===== config.mk =====
export PLATFORM = sky130hd
export DESIGN_NAME = fc_relu_restreamer
export DESIGN_NICKNAME = d
export VERILOG_FILES = /design/src/rtl/mnist_nn_pkg.sv /design/src/rtl/q15_relu.sv /design/src/rtl/fc_relu_restreamer.sv
export SDC_FILE = /design/constraint.sdc
export NUM_CORES = 1
export LEC_CHECK = 0
export ABC_AREA = 0
export CAP_MARGIN = 40
export CORE_ASPECT_RATIO = 1.2
export CORE_UTILIZATION = 30
export DETAILED_ROUTE_END_ITERATION = 16
export PLACE_DENSITY = 0.48
export SYNTH_ARGS = -nofsm -noshare
export SYNTH_HDL_FRONTEND = slang
export SYNTH_SLANG_ARGS = --single-unit
export TNS_END_PERCENT = 20

===== constraint.sdc =====
create_clock -name clk -period 4.8 [get_ports clk]
set_clock_uncertainty 0.05 [all_clocks]
set_input_delay 0.96 -clock clk [delete_from_list [all_inputs] [get_ports clk]]
set_output_delay 0.96 -clock clk [all_outputs]
set_load 0.05 [all_outputs]

===== src/rtl/mnist_nn_pkg.sv =====
// ---------------------------------------------------------------------------
// mnist_nn_pkg
// Shared constants and types for the MNIST fully connected inference chain.
//   Q15_DATA_W  : word width of all activations (signed Q15)
//   L1_IN/OUT   : first layer input and output counts
//   fc_state_e  : inter-layer restreamer state encoding
// ---------------------------------------------------------------------------
package mnist_nn_pkg;

   localparam int unsigned Q15_DATA_W = 16;

   localparam int unsigned L1_IN  = 784;
   localparam int unsigned L1_OUT = 32;

   typedef enum logic [1:0] {
      IDLE    = 2'd0,
      COLLECT = 2'd1,
      STREAM  = 2'd2,
      TAIL    = 2'd3
   } fc_state_e;

endpackage


===== src/rtl/q15_relu.sv =====
// ---------------------------------------------------------------------------
// q15_relu
// Combinational ReLU clamp for signed Q15 words.
// Build option: FC_RESTREAM_RELU_EN
//   defined   : negative inputs are clamped to zero
//   undefined : bit-exact passthrough
// Ports:
//   x : input word (signed, DATA_W bits)
//   y : clamped / passed-through word
// ---------------------------------------------------------------------------
module q15_relu #(
   parameter int unsigned DATA_W = 16
) (
   input  logic [DATA_W-1:0] x,
   output logic [DATA_W-1:0] y
);

`ifdef FC_RESTREAM_RELU_EN
   assign y = x[DATA_W-1] ? '0 : x;
`else
   assign y = x;
`endif

endmodule


===== src/rtl/fc_relu_restreamer.sv =====
// ---------------------------------------------------------------------------
// fc_relu_restreamer
// Captures one FC layer's output words plus its end-of-frame pulse, applies
// the optional ReLU at capture, buffers the whole frame and re-transmits it as
// the next layer's input stream (N_OUT valid words, then one start-only tail).
// Build option: FC_RESTREAM_RELU_EN enables the ReLU clamp (see q15_relu).
// Ports:
//   clk, reset   : clock and synchronous active-high reset
//   in_data      : upstream neuron word (signed Q15)
//   in_valid     : in_data valid
//   in_done      : one-cycle end-of-frame pulse from upstream
//   out_start    : start strobe to downstream, N_OUT+1 cycles per frame
//   out_data     : streamed word, zero whenever out_valid is low
//   out_valid    : out_data valid
//   busy         : state is not IDLE
//   overflow     : sticky, a word arrived with no room to store it
//   short_frame  : sticky, frame ended with fewer than N_OUT words
// ---------------------------------------------------------------------------
module fc_relu_restreamer
   import mnist_nn_pkg::*;
#(
   parameter int unsigned N_OUT  = L1_OUT,
   parameter int unsigned DATA_W = Q15_DATA_W
) (
   input  logic              clk,
   input  logic              reset,
   input  logic [DATA_W-1:0] in_data,
   input  logic              in_valid,
   input  logic              in_done,
   output logic              out_start,
   output logic [DATA_W-1:0] out_data,
   output logic              out_valid,
   output logic              busy,
   output logic              overflow,
   output logic              short_frame
);

   localparam int unsigned CNT_W = $clog2(N_OUT + 1);
   localparam int unsigned IDX_W = (N_OUT > 1) ? $clog2(N_OUT) : 1;
   localparam logic [CNT_W-1:0] N_OUT_C = CNT_W'(N_OUT);

   fc_state_e         state_q;
   logic [CNT_W-1:0]  wr_cnt_q;
   logic [CNT_W-1:0]  rd_cnt_q;
   logic [DATA_W-1:0] buf_q [N_OUT];
   logic              out_start_q;
   logic              out_valid_q;
   logic [DATA_W-1:0] out_data_q;
   logic              overflow_q;
   logic              short_frame_q;

   logic [DATA_W-1:0] relu_data;
   logic              wr_en;
   logic [CNT_W-1:0]  wr_cnt_d;
   logic [IDX_W-1:0]  wr_idx;
   logic [IDX_W-1:0]  rd_idx;
   logic [DATA_W-1:0] first_word;
   logic [DATA_W-1:0] stream_word;

   q15_relu #(
      .DATA_W (DATA_W)
   ) u_relu (
      .x (in_data),
      .y (relu_data)
   );

   assign wr_idx = wr_cnt_q[IDX_W-1:0];
   assign rd_idx = rd_cnt_q[IDX_W-1:0];

   // wr_cnt_q is zero in IDLE, so the same write path serves the first word
   always_comb begin
      wr_en    = in_valid && ((state_q == IDLE) ||
                              ((state_q == COLLECT) && (wr_cnt_q != N_OUT_C)));
      wr_cnt_d = wr_en ? (wr_cnt_q + CNT_W'(1)) : wr_cnt_q;
   end

   // Word 0 leaves on the in_done edge, so it may still be in flight this cycle
   always_comb begin
      if (wr_cnt_d == '0) begin
         first_word = '0;
      end else if (wr_cnt_q == '0) begin
         first_word = relu_data;
      end else begin
         first_word = buf_q[0];
      end
      stream_word = (rd_cnt_q < wr_cnt_q) ? buf_q[rd_idx] : '0;
   end

   // Buffer contents are don't-care after reset, so no reset here
   always_ff @(posedge clk) begin
      if (wr_en) begin
         buf_q[wr_idx] <= relu_data;
      end
   end

   always_ff @(posedge clk) begin
      if (reset) begin
         state_q       <= IDLE;
         wr_cnt_q      <= '0;
         rd_cnt_q      <= '0;
         out_start_q   <= 1'b0;
         out_valid_q   <= 1'b0;
         out_data_q    <= '0;
         overflow_q    <= 1'b0;
         short_frame_q <= 1'b0;
      end else begin
         case (state_q)
            IDLE, COLLECT: begin
               if (in_valid && !wr_en) begin
                  overflow_q <= 1'b1;
               end
               wr_cnt_q <= wr_cnt_d;
               if (in_done) begin
                  if (wr_cnt_d != N_OUT_C) begin
                     short_frame_q <= 1'b1;
                  end
                  state_q     <= STREAM;
                  out_start_q <= 1'b1;
                  out_valid_q <= 1'b1;
                  out_data_q  <= first_word;
                  rd_cnt_q    <= CNT_W'(1);
               end else if (wr_en) begin
                  state_q <= COLLECT;
               end
            end
            STREAM: begin
               // Single buffer, not re-armed: any new word is lost
               if (in_valid) begin
                  overflow_q <= 1'b1;
               end
               if (rd_cnt_q != N_OUT_C) begin
                  out_valid_q <= 1'b1;
                  out_data_q  <= stream_word;
                  rd_cnt_q    <= rd_cnt_q + CNT_W'(1);
               end else begin
                  // Start stays high one extra cycle for downstream completion
                  state_q     <= TAIL;
                  out_valid_q <= 1'b0;
                  out_data_q  <= '0;
               end
            end
            TAIL: begin
               if (in_valid) begin
                  overflow_q <= 1'b1;
               end
               state_q     <= IDLE;
               out_start_q <= 1'b0;
               wr_cnt_q    <= '0;
               rd_cnt_q    <= '0;
            end
            default: begin
               state_q <= IDLE;
            end
         endcase
      end
   end

   assign out_start   = out_start_q;
   assign out_valid   = out_valid_q;
   assign out_data    = out_data_q;
   assign busy        = (state_q != IDLE);
   assign overflow    = overflow_q;
   assign short_frame = short_frame_q;

endmodule


Word level (Yosys, flattened, before mapping)
Memories as Yosys holds them, arrays and structs flattened. A register that Yosys moved wholly into a read port is not among the register bits.
Index checks and enable logic that the tools add are counted.
Widths: inputs -> output; s select.
{"block": "totals", "register_bits": 34, "ramBits": 512, "output_inout_bits": 21, "elab_cells": 69, "n_memories": 1, "romBits": 0, "inputBits": 20, "latch_bits": 0}
{"block": "op_classes", "n_lt_le_gt_ge": 1, "n_mux": 26, "n_bitwise": 0, "n_shift": 0, "n_mul": 0, "div": 0, "reduce_logical": 19, "addsub": 2, "n_eq_ne": 12}
{"memory": "buf_q", "depth": 32, "width": 16, "rd": 2, "rd_clocked_by_memory_dff": 1, "write_ports": 1, "line_no": "fc_relu_restreamer.sv:45", "text": "logic [DATA_W-1:0] buf_q [N_OUT];"}
{"op": "$mux 16", "count": 5}
{"op": "$pmux 16 s2", "count": 1}
{"op": "$mux 6", "count": 3}
{"op": "$ne 6x6->1 const B", "count": 3}
{"op": "$pmux 6 s3", "count": 1}
{"op": "$add 6x1->6 const B", "count": 2}
{"op": "$logic_not 6->1", "count": 2}
{"op": "$pmux 6 s2", "count": 1}
{"op": "$mux 5", "count": 2}
{"op": "$reduce_and 2->1", "count": 5}
{"op": "$ne 2x2->1 const B", "count": 4}
{"op": "$lt 6x6->1", "count": 1}
{"op": "$mux 1", "count": 6}
{"op": "$mux 2", "count": 3}
{"op": "$pmux 1 s2", "count": 3}
{"op": "$pmux 2 s3", "count": 1}
{"op": "$reduce_bool 2->1", "count": 3}
{"op": "$eq 2x2->1 const B", "count": 2}
{"op": "$reduce_or 2->1", "count": 2}
{"op": "$logic_and 1x1->1", "count": 3}
{"op": "$ne 3x3->1 const B", "count": 1}
{"op": "$reduce_and 3->1", "count": 1}
{"op": "$eq 2x1->1 const B", "count": 1}
{"op": "$logic_not 2->1", "count": 1}
{"op": "other kinds (3)", "count": 3}

Longest topological paths before layout
{"block": "logic_depth", "ltp_word": 9, "mapped_depth": 11, "mapped_depth_nobuf": 8}

Hierarchy
A second synthesis with hierarchy kept.
{"block": "hier_totals", "hier_cells": 1124, "area_unflattened_um2": 21727.1}
{"mod": "fc_relu_restreamer", "seq_area_each_um2": 16155.5, "cells_each": 1108, "area_each_um2": 21607.0, "instances": 1}
{"mod": "q15_relu", "seq_area_each_um2": 0.0, "cells_each": 16, "area_each_um2": 120.1, "instances": 1}

Least setup slack after synthesis
OpenSTA, ideal clock, no wires.
{"block": "synth_timing", "path_kind": "register to register", "start": "reg wr_cnt_q[0]", "end": "mem buf_q[30][0], enable pin", "n_path_buf": 1, "path_stages_with_launch": 9, "setup_time_ns": 0.388, "synth_period_minus_slack_ns": 2.781, "required_time_ns": 4.362, "slack_ns": 2.019, "arrival_ns": 2.343, "path_cell_list": "dfxtp_1 > inv_1 > ha_1 > or4b_4 > buf_6 > nor2_1 > nor2_1 > nand2_1 > nor2_1"}
{"block": "synth_via", "elab_chain_len": 6}
{"element": "start, declared", "line_no": "fc_relu_restreamer.sv:43", "text": "logic [CNT_W-1:0] wr_cnt_q;"}
{"element": "start signal, assigned", "line_no": "fc_relu_restreamer.sv:112", "text": "wr_cnt_q <= wr_cnt_d;"}
{"element": "$ne 6x6->1", "line_no": "fc_relu_restreamer.sv:73", "text": "((state_q == COLLECT) && (wr_cnt_q != N_OUT_C)));"}
{"element": "$logic_and 1x1->1", "line_no": "fc_relu_restreamer.sv:73"}
{"element": "$logic_or 1x1->1", "line_no": "fc_relu_restreamer.sv:72", "text": "wr_en = in_valid && ((state_q == IDLE) ||"}
{"element": "$logic_and 1x1->1", "line_no": "fc_relu_restreamer.sv:72"}
{"element": "$mux 1", "line_no": "fc_relu_restreamer.sv:91", "text": "if (wr_en) begin"}
{"element": "$mux 1 (not written as such)", "line_no": "fc_relu_restreamer.sv:92", "text": "buf_q[wr_idx] <= relu_data;"}
{"element": "end, declared", "line_no": "fc_relu_restreamer.sv:45"}
Several ways; a longest one is shown, not always the timed one.

Worst setup path after layout
{"block": "layout_timing", "start": "reg state_q[1]", "end": "out busy"}
{"block": "layout_via", "elab_chain_len": 1}
{"element": "start, declared", "line_no": "fc_relu_restreamer.sv:42", "text": "fc_state_e state_q;"}
{"element": "start signal, assigned", "line_no": "fc_relu_restreamer.sv:98", "text": "state_q <= IDLE;"}
{"element": "start signal, assigned", "line_no": "fc_relu_restreamer.sv:117", "text": "state_q <= STREAM;"}
{"element": "start signal, assigned", "line_no": "fc_relu_restreamer.sv:123", "text": "state_q <= COLLECT;"}
{"element": "$reduce_bool 2->1", "line_no": "fc_relu_restreamer.sv:161", "text": "assign busy = (state_q != IDLE);"}
{"element": "end, declared", "line_no": "fc_relu_restreamer.sv:33", "text": "output logic busy,"}
No other way between the ends.

==> impl_metrics.ini <==
[cts]
cts_tree = yes
worstSkewPairLatency_ns = 0.60
path_clk_slew_ns = 0.06
cts_num_sinks = 551
numCtsBuffers = 54
ctsResizeCount = 0
cts_setup_buffers = 0
htree_levels = 2
root_buffer = clkbuf_16
holdBufCountCts = 0
cts_buffer_depth = 3

[grt]
antenna_found_initial = 1
grt_start_max_net_pins = 64
grt_usage = 0.1583
grt_pass1_vias = 11290
grt_pass1_wl_um = 82050
overflow = 0

[sta]
fmaxAchievable_mhz = 289.1
worst_pin_slew_ns = 0.8771
period_share = 0.7207
slew_viol_final = 0
rsz0062_at_grt = no
period_needed_ns = 3.459
setup_tns_ns = 0
setup_viol = 0
hold_ws_ns = 0.3991
report.final.hold_viol_count = 0
slew_headroom = 0.4146

[pwr]
peakVddDrop_mv = 0.2638
finalPower_mw = 10.67
p_per_area_nw_per_um2 = 418.3
p_leak_nw = 7.854

[placed_design]
port_buffers = 40
place_area_um2 = 23600
hpwl_um = 35050
dp_cells = 2081
place.gp.congestion = 0.7932

[floorplan]
die_x_um = 247.0
die_area_um2 = 73110
die_height_um = 296.0
start_util = 0.3039
core.rowCount = 107
io-pin-count = 41
core_um2 = 71090

[critical_path]
crit_buf_inv = 1
max_stage_delay_ns = 0.83
crit_family = flip-flops
critical_path_class = flop to output pin
crit_chain = or2_2, clkdlybuf4s50_1
r2r_cells = 8
crit_arrival_ns = 2.45
cp-start-kind = flop
path_depth = 2
cp-end-kind = output pin
worstPathMaxFanout = 24
crit_slowest_cell = dfxtp_1
critPathRequiredTime_ns = 3.79

[worst_hold_path]
min_path_type = flop to flop
whs_path_depth = 2

[layout]
final_area_um2 = 25520
areaGrowthSynthToFinish_pct = 18.10
fin_nets = 1242
fillCellCount = 6553
layoutNonFillerInstCount = 2180
drive_above_1_share = 0.2624
n_antenna_cell = 0

[yosys]
synth_seq_cells = 551
yosysWarnings = 0
synth_top_area_cell = edfxtp_1
synth_edf_count = 512
async_flop_share = 0
ys_types = 51
ys_dominant_reg_cell = edfxtp_1
syn_area_per_cell_um2 = 19.50
syn-cell-area_um2 = 21610
yosys.cell_count.top_type = edfxtp_1
syn_nets = 1139
netlist_top_cells_area = edfxtp_1 71%, mux4_2 13%, dfxtp_1 3.6%, a22oi_1 2.6%, nor2_1 1.2%
ys_top_cells_by_count = 512 x edfxtp_1, 129 x mux4_2, 75 x a22oi_1, 71 x nor2_1, 60 x nand2_1
syn_inst = 1108
yosysSeqAreaShare = 0.7477
synth_top_area_share = 0.7116

[routing]
vias = 10960
drc = 6
avgViaCountPerCell = 5.026
ant_nets = 0
drt-initial-drc-count = 984
firstDrtPassIters = 11
finalWirelength_um = 57220
wl_per_cell_um = 26.25

[job]
cap_violations = 0

[run_status]
failed_checks = design-rule violations
outcome = complete, but fails checks
-- kinds of logic (layout without fill, tap and decap cells) --
kind of cell,after synthesis,count (layout),share of synthesized area
DFF,551,551,0.7477
and+or+nand+nor,175,175,0.03590
AOI/OAI and AO/OA,158,158,0.05594
muxes,132,132,0.1359
buffers and inverters,74,220,0.01540
adders and majority gates,11,11,0.006370
xor gates and xnor gates,7,7,0.002838
-- per-layer routing --
layer	part of all wire	global-route usage	vias to the layer above	wire length [um]
met4	0.022	0.04185	0	1275
met3	0.036	0.01846	62	2075
li1	-	-	4781	-
met1	0.44	0.2152	5854	25260
met2	0.50	0.2677	260	28610
met5	0	0	-	0
-- registers in the layout, summed over array words and instances, names as in the netlist, named ones only --
| name | flops |
|---|---|
| buf_q | 512 |
| wr_cnt_q | 6 |
| out_valid | 1 |
| state_q | 2 |
| out_start | 1 |
| short_frame | 1 |
| overflow | 1 |
| rd_cnt_q | 6 |
| out_data | 16 |
-- area by class of cell --
type | count | area [um^2] | share of cell area
inverter | 9 | 33.78 | 0.001324
multi-input combinational | 483 | 5201 | 0.2038
timing repair buffer | 112 | 1041 | 0.04079
clock inverter | 33 | 483.0 | 0.01893
tap | 926 | 1159 | 0.04540
clock buffer | 66 | 1438 | 0.05634
sequential | 551 | 16160 | 0.6334
-- through the flow --
step / setup slack [ns] / utilization
floorplan: 2.019 / -
global placement: 1.106 / 0.3304
detailed placement: 1.173 / 0.3319
CTS: 1.285 / 0.3590
global route: 1.195 / 0.3590
finish: 1.341 / 0.3590
-- worst min-delay path, cell delays in order (launching register included) --
cell	delay, ns
dfxtp_1	0.31
inv_1	0.05
a21oi_1	0.05
-- path summary, 6_finish.rpt --
kind | endpoint | startpoint | slack, ns
max | busy | state_q[1]$_SDFFE_PP0P_ | 1.34
min | overflow$_SDFFE_PP0P_ | overflow$_SDFFE_PP0P_ | 0.40
max reg2reg | buf_q[4][0]$_DFFE_PP_ | wr_cnt_q[0]$_SDFFE_PP0P_ | 1.72
min reg2reg | overflow$_SDFFE_PP0P_ | overflow$_SDFFE_PP0P_ | 0.40
-- layout by cell type (no fill, tap or decap), types with 3 or more instances in the layout --
cell type,Yosys,layout
clkbuf_16,0,55
nand2_1,60,60
a211oi_1,7,7
nand3_1,11,11
nor2_1,71,44
buf_12,0,3
nor3_1,5,4
a2bb2oi_1,4,4
clkinv_1,1,11
mux2i_1,3,3
a211oi_2,9,9
buf_4,0,64
nand2b_1,4,4
edfxtp_1,512,512
buf_8,0,3
xor2_1,4,4
a22oi_1,75,75
clkinv_2,0,6
clkdlybuf4s50_1,0,40
ha_1,11,11
o21ai_0,20,20
o22a_1,4,4
nor2b_1,8,6
clkbuf_1,41,9
a311o_1,15,15
a21oi_1,12,12
inv_1,8,8
bufinv_16,0,12
xnor2_1,3,3
mux4_2,129,129
dfxtp_1,39,37
clkinvlp_4,0,3
nor2_2,1,28
and3_1,3,3
-- power by group --
part / internal (mW) / switching, mW
sequential: 5.29 / 0.0530
clock: 2.77 / 1.83
combinational: 0.294 / 0.434
total: 8.36 / 2.32
(Power assumes the default switching activity.)
